[config.mk]
export PLATFORM = sky130hd
export DESIGN_NAME = elevator_scheduler
export DESIGN_NICKNAME = d
export VERILOG_FILES = /design/src/rtl/elevator_scheduler.sv
export SDC_FILE = /design/constraint.sdc
export NUM_CORES = 1
export LEC_CHECK = 0
export CAP_MARGIN = 20
export CELL_PAD_IN_SITES_DETAIL_PLACEMENT = 1
export CELL_PAD_IN_SITES_GLOBAL_PLACEMENT = 1
export CORE_MARGIN = 2
export CORE_UTILIZATION = 42
export DETAILED_ROUTE_END_ITERATION = 6
export PLACE_DENSITY = 0.78
export SETUP_SLACK_MARGIN = 0.2
export SYNTH_ARGS = -nofsm -noshare
export SYNTH_HDL_FRONTEND = slang
export SYNTH_SLANG_ARGS = --single-unit
[constraint.sdc]
create_clock -name clk -period 2.7 [get_ports clk]
set_input_delay 0.675 -clock clk [delete_from_list [all_inputs] [get_ports clk]]
set_output_delay 0.675 -clock clk [all_outputs]
set_load 0.01 [all_outputs]
[src/rtl/elevator_scheduler.sv]
// Three-floor elevator car controller.
// Calls are latched into a pending set. A direction-preserving (SCAN) policy
// picks the next floor. The car moves one floor per TRAVEL_CYCLES, and the door
// stays open for DOOR_CYCLES after each service. Alarm holds the door open
// while the car is stopped, and freezes travel while it is moving.
module elevator_scheduler #(
  parameter int TRAVEL_CYCLES = 8,
  parameter int DOOR_CYCLES   = 4,
  parameter int CW            = 8
) (
  input  logic       clk,
  input  logic       reset,
  input  logic       alarm,
  input  logic [2:0] call,
  output logic [1:0] floor,
  output logic       door,
  output logic       moving,
  output logic       dir,
  output logic [2:0] pending,
  output logic       busy
);

  typedef enum logic [1:0] {
    IDLE = 2'd0,
    MOVE = 2'd1,
    HALT = 2'd2,
    DOOR = 2'd3
  } state_t;

  localparam logic [CW-1:0] TRAVEL_LOAD = CW'(TRAVEL_CYCLES - 1);
  localparam logic [CW-1:0] DOOR_LOAD   = CW'(DOOR_CYCLES - 1);

  state_t        state;
  logic [CW-1:0] cnt;

  logic [2:0] above_mask;
  logic [2:0] below_mask;
  logic [2:0] above;
  logic [2:0] below;
  logic [1:0] arrive_floor;
  logic [2:0] floor_bit;
  logic [2:0] arrive_bit;
  logic [2:0] clr;

  // Floors strictly above and strictly below the car. The car never sits on the 11 code.
  always_comb begin
    // NOTE: every output of a combinational block gets a default first, so no path can infer a latch.
    above_mask = 3'b000;
    below_mask = 3'b000;
    case (floor)
      2'd0:    above_mask = 3'b110;
      2'd1:    begin above_mask = 3'b100; below_mask = 3'b001; end
      2'd2:    below_mask = 3'b011;
      default: ;
    endcase
  end

  assign above        = pending & above_mask;
  assign below        = pending & below_mask;
  assign arrive_floor = dir ? floor + 2'd1 : floor - 2'd1;
  assign floor_bit    = 3'b001 << floor;
  assign arrive_bit   = 3'b001 << arrive_floor;

  // A call for the floor whose door is opening or open is absorbed, not latched.
  always_comb begin
    clr = 3'b000;
    case (state)
      IDLE:    if (alarm || pending[floor]) clr = floor_bit;
      MOVE:    if (!alarm && cnt == '0 && pending[arrive_floor]) clr = arrive_bit;
      DOOR:    clr = floor_bit;
      default: ;
    endcase
  end

  // Controller FSM: position, direction, pending set and the shared travel/door counter.
  always_ff @(posedge clk or negedge reset) begin
    if (!reset) begin
      state   <= IDLE;
      floor   <= 2'd0;
      dir     <= 1'b1;
      pending <= 3'b000;
      cnt     <= '0;
    end else begin
      // NOTE: state registers use non-blocking assignment, so every branch below reads pre-edge values.
      pending <= (pending | call) & ~clr;
      case (state)
        IDLE: begin
          if (alarm || pending[floor]) begin
            state <= DOOR;
            cnt   <= DOOR_LOAD;
          end else if ((dir && |above) || (!dir && |below)) begin
            state <= MOVE;
            cnt   <= TRAVEL_LOAD;
          end else if (|above) begin
            dir   <= 1'b1;
            state <= MOVE;
            cnt   <= TRAVEL_LOAD;
          end else if (|below) begin
            dir   <= 1'b0;
            state <= MOVE;
            cnt   <= TRAVEL_LOAD;
          end
        end
        MOVE: begin
          if (alarm) begin
            state <= HALT;
          end else if (cnt != '0) begin
            cnt <= cnt - CW'(1);
          end else begin
            floor <= arrive_floor;
            if (pending[arrive_floor]) begin
              state <= DOOR;
              cnt   <= DOOR_LOAD;
            end else begin
              state <= IDLE;
            end
          end
        end
        HALT: begin
          if (!alarm) state <= MOVE;
        end
        DOOR: begin
          if (alarm || call[floor]) begin
            cnt <= DOOR_LOAD;
          end else if (cnt != '0) begin
            cnt <= cnt - CW'(1);
          end else begin
            state <= IDLE;
          end
        end
        default: state <= IDLE;
      endcase
    end
  end

  assign door   = (state == DOOR);
  assign moving = (state == MOVE);
  assign busy   = (state != IDLE) || (pending != 3'b000);

endmodule

==> results of run 1 <==
-- path summary, 6_finish.rpt --
check | from | endpoint | slack [ps] | cells past startpoint
min | cnt[7]$_DFFE_PN0P_ | cnt[7]$_DFFE_PN0P_ | 550 | 1
min in group asynchronous | reset | cnt[2]$_DFFE_PN0P_ | 810 | 1
max | floor[1]$_DFFE_PN0P_ | cnt[1]$_DFFE_PN0P_ | 290 | 7
max reg2reg | floor[1]$_DFFE_PN0P_ | cnt[1]$_DFFE_PN0P_ | 290 | 7
min reg2reg | cnt[7]$_DFFE_PN0P_ | cnt[7]$_DFFE_PN0P_ | 550 | 1
max in group asynchronous | reset | floor[1]$_DFFE_PN0P_ | 1370 | 1
-- synth_stat cells (all sizes together) --
cell type	number	area (um2)
dfrtp	15	375
o31a	1	10.0
and2	2	12.5
nor3	3	15.0
o31ai	3	22.5
nand3b	4	30.0
nor2b	2	12.5
o2111ai	1	8.76
or3	1	11.3
and3	4	26.3
o21ai	6	33.8
a32oi	1	27.5
nand2	6	30.0
o2bb2ai	1	8.76
a21boi	1	7.51
or4b	1	13.8
nand3	3	15.0
o22ai	1	6.26
a21oi	3	15.0
a32o	2	20.0
a31oi	3	18.8
a221oi	3	26.3
a2111oi	1	8.76
buf	5	37.5
mux2i	4	40.0
a21o	2	15.0
a22oi	2	15.0
or2	3	18.8
a311oi	1	8.76
o221a	1	11.3
ha	5	62.6
inv	9	33.8
o211ai	2	15.0
nor2	14	60.1
o211a	1	10.0
a311o	1	10.0
a22o	1	10.0
xnor2	2	17.5
o21a	1	15.0
xor2	1	8.76
o221ai	3	26.3
nand2b	1	6.26
mux2	2	26.3
dfstp	1	26.3
-- registers in the layout, indices dropped and copies added (netlist names) --
name     count
cnt          8
pending      3
dir          1
state        2
floor        2
-- worst register-to-register path: stages (launching register included) --
cell,delay [ps]
dfrtp_2,450
inv_1,90
ha_1,410
xor2_2,250
nand3_1,210
a32oi_4,380
o21a_4,220
mux2_4,300
-- report_power, final --
group          internal, mW  leakage (nW)  total (mW)  switching [mW]
sequential            0.329         0.181       0.482           0.152
clock                0.0822        0.0210       0.168          0.0861
combinational         0.523         0.422        1.17           0.648
total                 0.935         0.625        1.82           0.886
-- per-stage QoR --
| step | area, um2 | util [%] |
|---|---|---|
| 3_5_place_dp | 1390 | 50.3 |
| 2_1_floorplan | 1230 | - |
| 6_report | 1450 | 52.5 |
| 5_1_grt | 1450 | 52.5 |
| 3_3_place_gp | 1390 | 50.3 |
| 4_1_cts | 1430 | 51.9 |
-- layout make-up --
class / instances / area [um2] / area share, %
Multi-Input combinational cell: 100 / 779 / 53.8
Timing Repair Buffer: 16 / 155 / 10.7
Inverter: 9 / 33.8 / 2.33
Clock buffer: 4 / 36.3 / 2.51
Sequential cell: 16 / 404 / 27.9
Tap cell: 31 / 38.8 / 2.68
-- layer usage --
| metal | global-route usage, % | vias up |
|---|---|---|
| met2 | 34.9 | 22 |
| met3 | 3.79 | 6 |
| met5 | 0 | - |
| met1 | 32.3 | 577 |
| li1 | - | 519 |
| met4 | 8.64 | 0 |
-- timing repair --
action	CTS	global route
setup buffers	0	0
endpoints found under the setup margin	2	6
endpoints found under the hold margin	0	0
pin swaps	0	0
resized for setup	2	4
-- cell families after synthesis --
kind of cell / Yosys count / share of synthesized area (%)
and+or+nand+nor: 44 / 20.4
AOI/OAI and AO/OA: 42 / 28.5
DFF: 16 / 32.7
buffers and inverters: 14 / 5.80
muxes: 6 / 5.39
adders and majority gates: 5 / 5.09
xor gates and xnor gates: 3 / 2.14
==> key figures, run 1 <==
Pwr
  – PD cells: 1260 nW/um2
  – Overall power: roughly 1.8 mW
  – Pleak: around 0.62 nW
  – Peak supply drop: around 0.0009 V

Placement
  – Cell count after placement: 172
  – Pre-CTS setup slack: roughly 230 ps
  – RD Place Congestion: ~0.85
  – Post-DP HPWL: 2560 um
  – Port Buffers: 14

Logic synthesis
  – Syn Nets: approximately 140
  – Synth Warn #: 0
  – Post-Syn Area per Cell: ~9.5 um2
  – Gate Count Post-Synth: 130
  – Distinct cell type count after synthesis: 52
  – Mapped Area: ~1200 um2
  – Synthesized flop and latch total: 16
  – Sequential area share after synthesis: about a third

Final layout
  – Layout Cells excl Fill: 176
  – Ant diodes: 0
  – Layout Nets: roughly 160
  – Fillers: between 300 and 400
  – Share of layout cells above drive strength 1: between 10% and 20%
  – P&R area growth vs syn: 17.7%
  – Most frequent cells in the layout: 14 x clkdlybuf4s50_1, 13 x nor2_1, 13 x dfrtp_1
  – Most common cell after layout, fill and taps aside: clkdlybuf4s50_1

Routing
  – DR iter-0 viols: 29
  – Drt drc: 0
  – WL per Instance: about 20 um
  – Vias: between 1000 and 1500
  – Final ANT Viol Nets: 0
  – 1st-pass router iterations: 6
  – Top sig layer: met4
  – Met3 WL post-DR: about 100 um
  – Routed vias/inst: 6.39
  – M1 wire length: between 1500 and 2000 um
  – Routed length on met2: about 1700 um
  – WL final: about 3500 um

Clock tree
  – Max Buffers Root-to-Sink: 2
  – CTS buffer count: 3
  – CTS root buffer: clkbuf_4
  – Clk sink count: 16
  – Clk_lat worst skew: ~290 ps
  – H-tree depth: 1
  – Register clock-pin slew on the reported worst setup and hold paths: approximately 100 ps
  – TritonCTS clock tree: done
  – # hold bufs at CTS: 0

Global route
  – Largest net degree at the start of global routing: 17
  – Vias in the first global route: between 1000 and 1500
  – GRT Util Overall: between 20% and 30%
  – First-pass GRT wire length: around 5800 um
  – Initial antenna violation count: 0
  – Total gr overflow: 0

Critical path
  – Crit Path Class: flop to flop
  – Bufs and invs on worst path: 1
  – CP max FO: 7
  – CP Launch Type: flop
  – Worst path max stage delay: ~450 ps
  – Slowest cell on the critical path: dfrtp_2
  – WP data required: between 2000 and 3000 ps
  – CP Cell Sequence: inv_1 -> ha_1 -> xor2_2 -> nand3_1 -> a32oi_4 -> o21a_4 -> mux2_4
  – CP delay by family, top: compound AO/OA/AOI/OAI gates
  – Critical Path AT: between 2000 and 3000 ps
  – Setup crit end kind: flop

STA
  – Min Tclk post-route: between 2000 and 2500 ps
  – Highest clock rate: around 0.42 GHz
  – Final hold slack: around 550 ps
  – Final setup margin: roughly 300 ps
  – Unrepaired setup endpoints after global routing: false
  – Max_slew headroom: between 40 and 50%
  – Fin Setup TNS: 0 ps
  – Slew @ Worst Pin: around 750 ps
  – Max Slew Vio Count: 0
  – Final setup violation count: 0
  – Setup Skew: 1.13 ps
  – Final Hold Fails: 0
  – Final clock period utilization by the worst path: between 80% and 90%

Floorplanning
  – Die Ht: around 58 um
  – Die area: 3380 um2
  – Initial Util: 44.6%
  – Core Region: between 2000 and 3000 um2
  – Rows: 19
  – I/O pins: 15
  – Die width: just under 60 um

Min path
  – Worst min-delay path category: flop to flop

Job
  – Max Cap Viol: 0

Run status
  – Outcome: finished clean
No activity file was read; power rests on OpenSTA's default activity.
==> inputs of run 2 (changes only) <==
CORE_UTILIZATION = 38   (was 42)
PLACE_DENSITY = 0.75   (was 0.78)
clock period = 2.1 ns   (was 2.7 ns; I/O delays follow)
==> key figures, run 2 (synthesis gave the netlist of run 1 again) <==
STA
  – Final setup violation count: 0 (unchanged)
  – Slew @ Worst Pin: 559 ps (was 751 ps)
  – Max_slew headroom: 62.5% (was 49.7%)
  – Unrepaired setup endpoints after global routing: true (was false)
  – Setup Skew: 15.6 ps (was 1.13 ps)
  – Fin Setup TNS: 0 ps (unchanged)
  – Max Slew Vio Count: 0 (unchanged)
  – Final Hold Fails: 0 (unchanged)
  – Min Tclk post-route: 2090 ps (was 2410 ps)
  – Final clock period utilization by the worst path: 99.7% (was 89.2%)
  – Highest clock rate: 0.478 GHz (was 0.415 GHz)

Clock tree
  – Register clock-pin slew on the reported worst setup and hold paths: 120 ps (was 100 ps)
  – Clk sink count: 16 (unchanged)
  – Max Buffers Root-to-Sink: 2 (unchanged)
  – Clk_lat worst skew: 320 ps (was 290 ps)
  – CTS buffer count: 3 (unchanged)
  – CTS root buffer: clkbuf_4 (unchanged)
  – TritonCTS clock tree: done (unchanged)
  – H-tree depth: 1 (unchanged)

Critical path
  – CP Launch Type: flop (unchanged)
  – Setup crit end kind: flop (unchanged)
  – Critical Path AT: 2290 ps (was 2600 ps)
  – CP max FO: 4 (was 7)
  – Crit Path Class: flop to flop (unchanged)
  – WP data required: 2300 ps (was 2890 ps)

Placement
  – RD Place Congestion: 0.915 (was 0.849)
  – Cell count after placement: 203 (was 172)
  – Post-DP HPWL: 2900 um (was 2560 um)
  – Port Buffers: 14 (unchanged)

Global route
  – Vias in the first global route: 1423 (was 1149)
  – Total gr overflow: 0 (unchanged)
  – Largest net degree at the start of global routing: 17 (unchanged)
  – First-pass GRT wire length: 7160 um (was 5820 um)
  – Initial antenna violation count: 0 (unchanged)
  – GRT Util Overall: 27.2% (was 22.8%)

Floorplanning
  – Die Ht: 60.9 um (was 58.1 um)
  – Rows: 20 (was 19)
  – Core Region: 3080 um2 (was 2760 um2)
  – Initial Util: 40.0% (was 44.6%)
  – Die width: 60.9 um (was 58.1 um)
  – I/O pins: 15 (unchanged)
  – Die area: 3710 um2 (was 3380 um2)

Routing
  – Routed vias/inst: 5.92 (was 6.39)
  – WL final: 5500 um (was 3510 um)
  – Vias: 1374 (was 1124)
  – DR iter-0 viols: 46 (was 29)
  – WL per Instance: 23.7 um (was 19.9 um)
  – Final ANT Viol Nets: 0 (unchanged)
  – 1st-pass router iterations: 4 (was 6)
  – Drt drc: 0 (unchanged)

Final layout
  – Ant diodes: 0 (unchanged)
  – P&R area growth vs syn: 68.1% (was 17.7%)
  – Biggest register: cnt (unchanged)
  – Most common cell after layout, fill and taps aside: buf_4 (was clkdlybuf4s50_1)
  – Layout Cells excl Fill: 232 (was 176)
  – Flip-flop count of the largest register after layout: 8 (unchanged)
  – Share of layout cells above drive strength 1: 59.0% (was 19.3%)
  – Layout Nets: 200 (was 157)
  – Finished Core Util: 67.2% (was 52.5%)
  – Most frequent cells in the layout: 38 x buf_4, 10 x nor2_1, 9 x dfrtp_1 (was 14 x clkdlybuf4s50_1, 13 x nor2_1, 13 x dfrtp_1)
  – Biggest regs: cnt: 8 flops, pending: 3 flops (unchanged)

Pwr
  – Pleak: 0.874 nW (was 0.625 nW)
  – Overall power: 3.60 mW (was 1.82 mW)
  – PD cells: 1740 nW/um2 (was 1260 nW/um2)
  – Peak supply drop: 0.000787 V (was 0.000901 V)

Min path
  – Worst min-delay path category: input port to async pin (was flop to flop)

Run status
  – Outcome: finished clean (unchanged)

Job
  – Max Cap Viol: 0 (unchanged)
## run 2: worst paths after layout
path,startpoint,end,slack [ps],cells past startpoint
worst max-delay path,floor[1]$_DFFE_PN0P_,cnt[1]$_DFFE_PN0P_,7,7
worst min-delay path,reset,floor[0]$_DFFE_PN0P_,520,2
worst max register to register,floor[1]$_DFFE_PN0P_,cnt[1]$_DFFE_PN0P_,7,7
worst min register to register,cnt[5]$_DFFE_PN0P_,cnt[5]$_DFFE_PN0P_,570,2
max in group asynchronous,reset,dir$_DFFE_PN1P_,1320,2
min in group clk,cnt[5]$_DFFE_PN0P_,cnt[5]$_DFFE_PN0P_,570,2
## run 2: final cells by class
cell class | count | area [um2]
inverter | 9 | 38.8
timing repair buffer | 59 | 518
tap | 44 | 55.1
fill | 324 | 1010
clock buffer | 4 | 36.3
sequential | 16 | 409
multi-input combinational | 100 | 1010
## run 2: metrics by stage
stage | hold slack [ps] | instance area [um2] | setup WS [ps]
2_1_floorplan | 229 | 1300 | -57.1
3_3_place_gp | 525 | 1600 | -58.1
3_5_place_dp | 549 | 1600 | -142
4_1_cts | 543 | 1850 | 70.0
5_1_grt | 538 | 2070 | -45.1
6_report | 518 | 2070 | 6.79
## run 2: power by group
group / switching (mW) / total (mW) / internal (mW)
Clock: 0.123 / 0.229 / 0.106
Sequential: 0.141 / 0.570 / 0.429
Combinational: 1.45 / 2.80 / 1.36
Total: 1.71 / 3.60 / 1.89
## run 2: repair_timing
item,4_1_cts,5_1_grt
setup endpoints to repair,20,17
resized for setup,34,28
setup buffers,13,12
hold buffers,0,0
pin swaps,16,17
## run 2: critical path, cell delays in order (launching register included)
cell and delay [ps]:
dfrtp_1 420, inv_2 80, ha_4 350, xor2_4 220
nand3_4 120, a32oi_4 290, o21a_4 190, mux2_4 300
## run 2: metal layers
| metal | vias to the layer above | share of wire (%) | GRT usage, % |
|---|---|---|---|
| li1 | 615 | - | - |
| met3 | 10 | 4.0 | 5.33 |
| met5 | - | 0 | 0 |
| met1 | 711 | 42 | 30.5 |
| met2 | 38 | 53 | 49.6 |
| met4 | 0 | 1.2 | 12.1 |
==> inputs of run 3 (changes only) <==
CORE_MARGIN = default   (was 2)
==> key figures, run 3 (synthesis gave the netlist of run 1 again) <==
Critical path
  – Crit Path Class: flop to flop (unchanged)
  – CP Launch Type: flop (unchanged)
  – Slowest cell on the critical path: dfrtp_2 (was dfrtp_1)
  – CP max FO: 5 (was 4)
  – WP data required: 2300 ps (about the same)
  – Worst path max stage delay: 420 ps (about the same)
  – Critical Path AT: 2250 ps (was 2290 ps)
  – Bufs and invs on worst path: 1 (unchanged)
  – CP Cell Sequence: inv_6 -> ha_4 -> xor2_4 -> nand3_2 -> a32oi_4 -> o21a_4 -> mux2_4 (was inv_2 -> ha_4 -> xor2_4 -> nand3_4 -> a32oi_4 -> o21a_4 -> mux2_4)
  – CP delay by family, top: compound AO/OA/AOI/OAI gates (unchanged)
  – Setup crit end kind: flop (unchanged)

STA
  – Slew @ Worst Pin: 327 ps (was 559 ps)
  – Final hold slack: 536 ps (was 518 ps)
  – Final setup margin: 42.4 ps (was 6.79 ps)
  – Final setup violation count: 0 (unchanged)
  – Highest clock rate: 0.486 GHz (was 0.478 GHz)
  – Min Tclk post-route: 2060 ps (was 2090 ps)
  – Max_slew headroom: 78.0% (was 62.5%)
  – Setup Skew: 6.50 ps (was 15.6 ps)
  – Unrepaired setup endpoints after global routing: true (unchanged)
  – Final Hold Fails: 0 (unchanged)
  – Final clock period utilization by the worst path: 98.0% (was 99.7%)
  – Max Slew Vio Count: 0 (unchanged)

Job
  – Max Cap Viol: 0 (unchanged)

Routing
  – WL final: 4600 um (was 5500 um)
  – Vias: 1341 (was 1374)
  – Final ANT Viol Nets: 0 (unchanged)
  – Drt drc: 0 (unchanged)
  – Routed vias/inst: 5.63 (was 5.92)
  – DR iter-0 viols: 51 (was 46)
  – WL per Instance: 19.3 um (was 23.7 um)
  – 1st-pass router iterations: 4 (unchanged)

Pwr
  – Pleak: 0.888 nW (was 0.874 nW)
  – PD cells: 1690 nW/um2 (was 1740 nW/um2)
  – Peak supply drop: 0.00110 V (was 0.000787 V)

Global route
  – Largest net degree at the start of global routing: 17 (unchanged)
  – GRT Util Overall: 28.2% (was 27.2%)
  – Initial antenna violation count: 0 (unchanged)
  – Total gr overflow: 0 (unchanged)
  – First-pass GRT wire length: 7180 um (was 7160 um)
  – Vias in the first global route: 1430 (was 1423)

Placement
  – RD Place Congestion: 0.888 (was 0.915)
  – Port Buffers: 14 (unchanged)
  – Cell count after placement: 206 (was 203)
  – Post-DP Area: 1630 um2 (was 1600 um2)
  – Post-DP HPWL: 2930 um (was 2900 um)
  – Pre-CTS setup slack: -155 ps (was -142 ps)

Clock tree
  – Register clock-pin slew on the reported worst setup and hold paths: 110 ps (was 120 ps)
  – CTS root buffer: clkbuf_4 (unchanged)
  – CTS buffer count: 3 (unchanged)
  – Clk sink count: 16 (unchanged)
  – Max Buffers Root-to-Sink: 2 (unchanged)
  – TritonCTS clock tree: done (unchanged)
  – Clk_lat worst skew: 310 ps (was 320 ps)
  – H-tree depth: 1 (unchanged)
  – # hold bufs at CTS: 0 (unchanged)

Floorplanning
  – Core Region: 3050 um2 (was 3080 um2)
  – Die area: 3470 um2 (was 3710 um2)
  – Die width: 58.9 um (was 60.9 um)
  – Rows: 20 (unchanged)
  – I/O pins: 15 (unchanged)
  – Initial Util: 40.3% (was 40.0%)
  – Die Ht: 58.9 um (was 60.9 um)

Final layout
  – Ant diodes: 0 (unchanged)
  – P&R area growth vs syn: 68.7% (was 68.1%)
  – Post-route cell area: 2070 um2 (about the same)
  – Layout Cells excl Fill: 238 (was 232)
  – Flip-flop count of the largest register after layout: 8 (unchanged)
  – Most frequent cells in the layout: 45 x buf_4, 10 x nor2_1, 10 x dfrtp_1 (was 38 x buf_4, 10 x nor2_1, 9 x dfrtp_1)
  – Fillers: 331 (was 324)
  – Area of the multi-input gates: 982 um2 (was 1010 um2)
  – Most common cell after layout, fill and taps aside: buf_4 (unchanged)
  – Layout Nets: 206 (was 200)
  – FF+latch area: 408 um2 (was 409 um2)
  – Share of layout cells above drive strength 1: 56.7% (was 59.0%)
  – Finished Core Util: 68.0% (was 67.2%)
  – Biggest regs: cnt: 8 flops, pending: 3 flops (unchanged)
  – Biggest register: cnt (unchanged)

Min path
  – Worst min-delay path category: input port to async pin (unchanged)

Run status
  – Outcome: finished clean (unchanged)
## run 3: per-stage QoR
stage / setup TNS [ps] / power [mW]
final: 0 / 3.50
after global routing: -81.0 / 3.68
after CTS: 0 / 3.23
after detailed placement: -1100 / 2.54
after global placement: -565 / 2.46
after floorplan: -57.1 / 1.81
## run 3: repair_timing
action | 4_1_cts | 5_1_grt
gates resized for setup | 30 | 26
setup endpoints to repair | 20 | 17
pin swaps | 14 | 14
buffers inserted | 23 | 5
## run 3: power breakdown
group / leakage [nW] / internal [mW] / total (mW) / switching (mW)
Combinational: 0.687 / 1.41 / 2.72 / 1.31
Clock: 0.0210 / 0.106 / 0.226 / 0.120
Sequential: 0.180 / 0.427 / 0.546 / 0.118
## run 3: final cells by class
type                            count  area share, %
Clock buffer                        4           1.75
Tap cell                           44           2.65
Sequential cell                    16           19.7
Inverter                            9           1.87
Timing Repair Buffer               65           26.7
Multi-Input combinational cell    100           47.3
## run 3: metal layers
| layer | vias to the layer above | routed length, um | GRT usage [%] |
|---|---|---|---|
| met3 | 11 | 142 | 2.86 |
| li1 | 623 | - | - |
| met4 | 0 | 108 | 11.6 |
| met2 | 42 | 2450 | 48.9 |
| met5 | - | 0 | 0 |
| met1 | 665 | 1900 | 35.6 |
## run 3: path summary, 6_finish.rpt
kind / start / slack, ps / cells after the start / end
worst max-delay path: floor[0]$_DFFE_PN0P_ / 40 / 7 / cnt[1]$_DFFE_PN0P_
worst min-delay path: reset / 540 / 2 / cnt[2]$_DFFE_PN0P_
worst max register to register: floor[0]$_DFFE_PN0P_ / 40 / 7 / cnt[1]$_DFFE_PN0P_
worst min register to register: cnt[6]$_DFFE_PN0P_ / 570 / 1 / cnt[6]$_DFFE_PN0P_
max in group asynchronous: reset / 1300 / 2 / dir$_DFFE_PN1P_
min in group clk: cnt[6]$_DFFE_PN0P_ / 570 / 1 / cnt[6]$_DFFE_PN0P_
## run 3: worst reg2reg max path, delay by kind of cell, from the launching register on
kind | cells | cell delay, ps
and+or+nand+nor | 1 | 140
AOI/OAI and AO/OA | 2 | 530
buffers and inverters | 1 | 50
adders and majority gates | 1 | 320
muxes | 1 | 310
DFF | 1 | 420
xor gates and xnor gates | 1 | 200
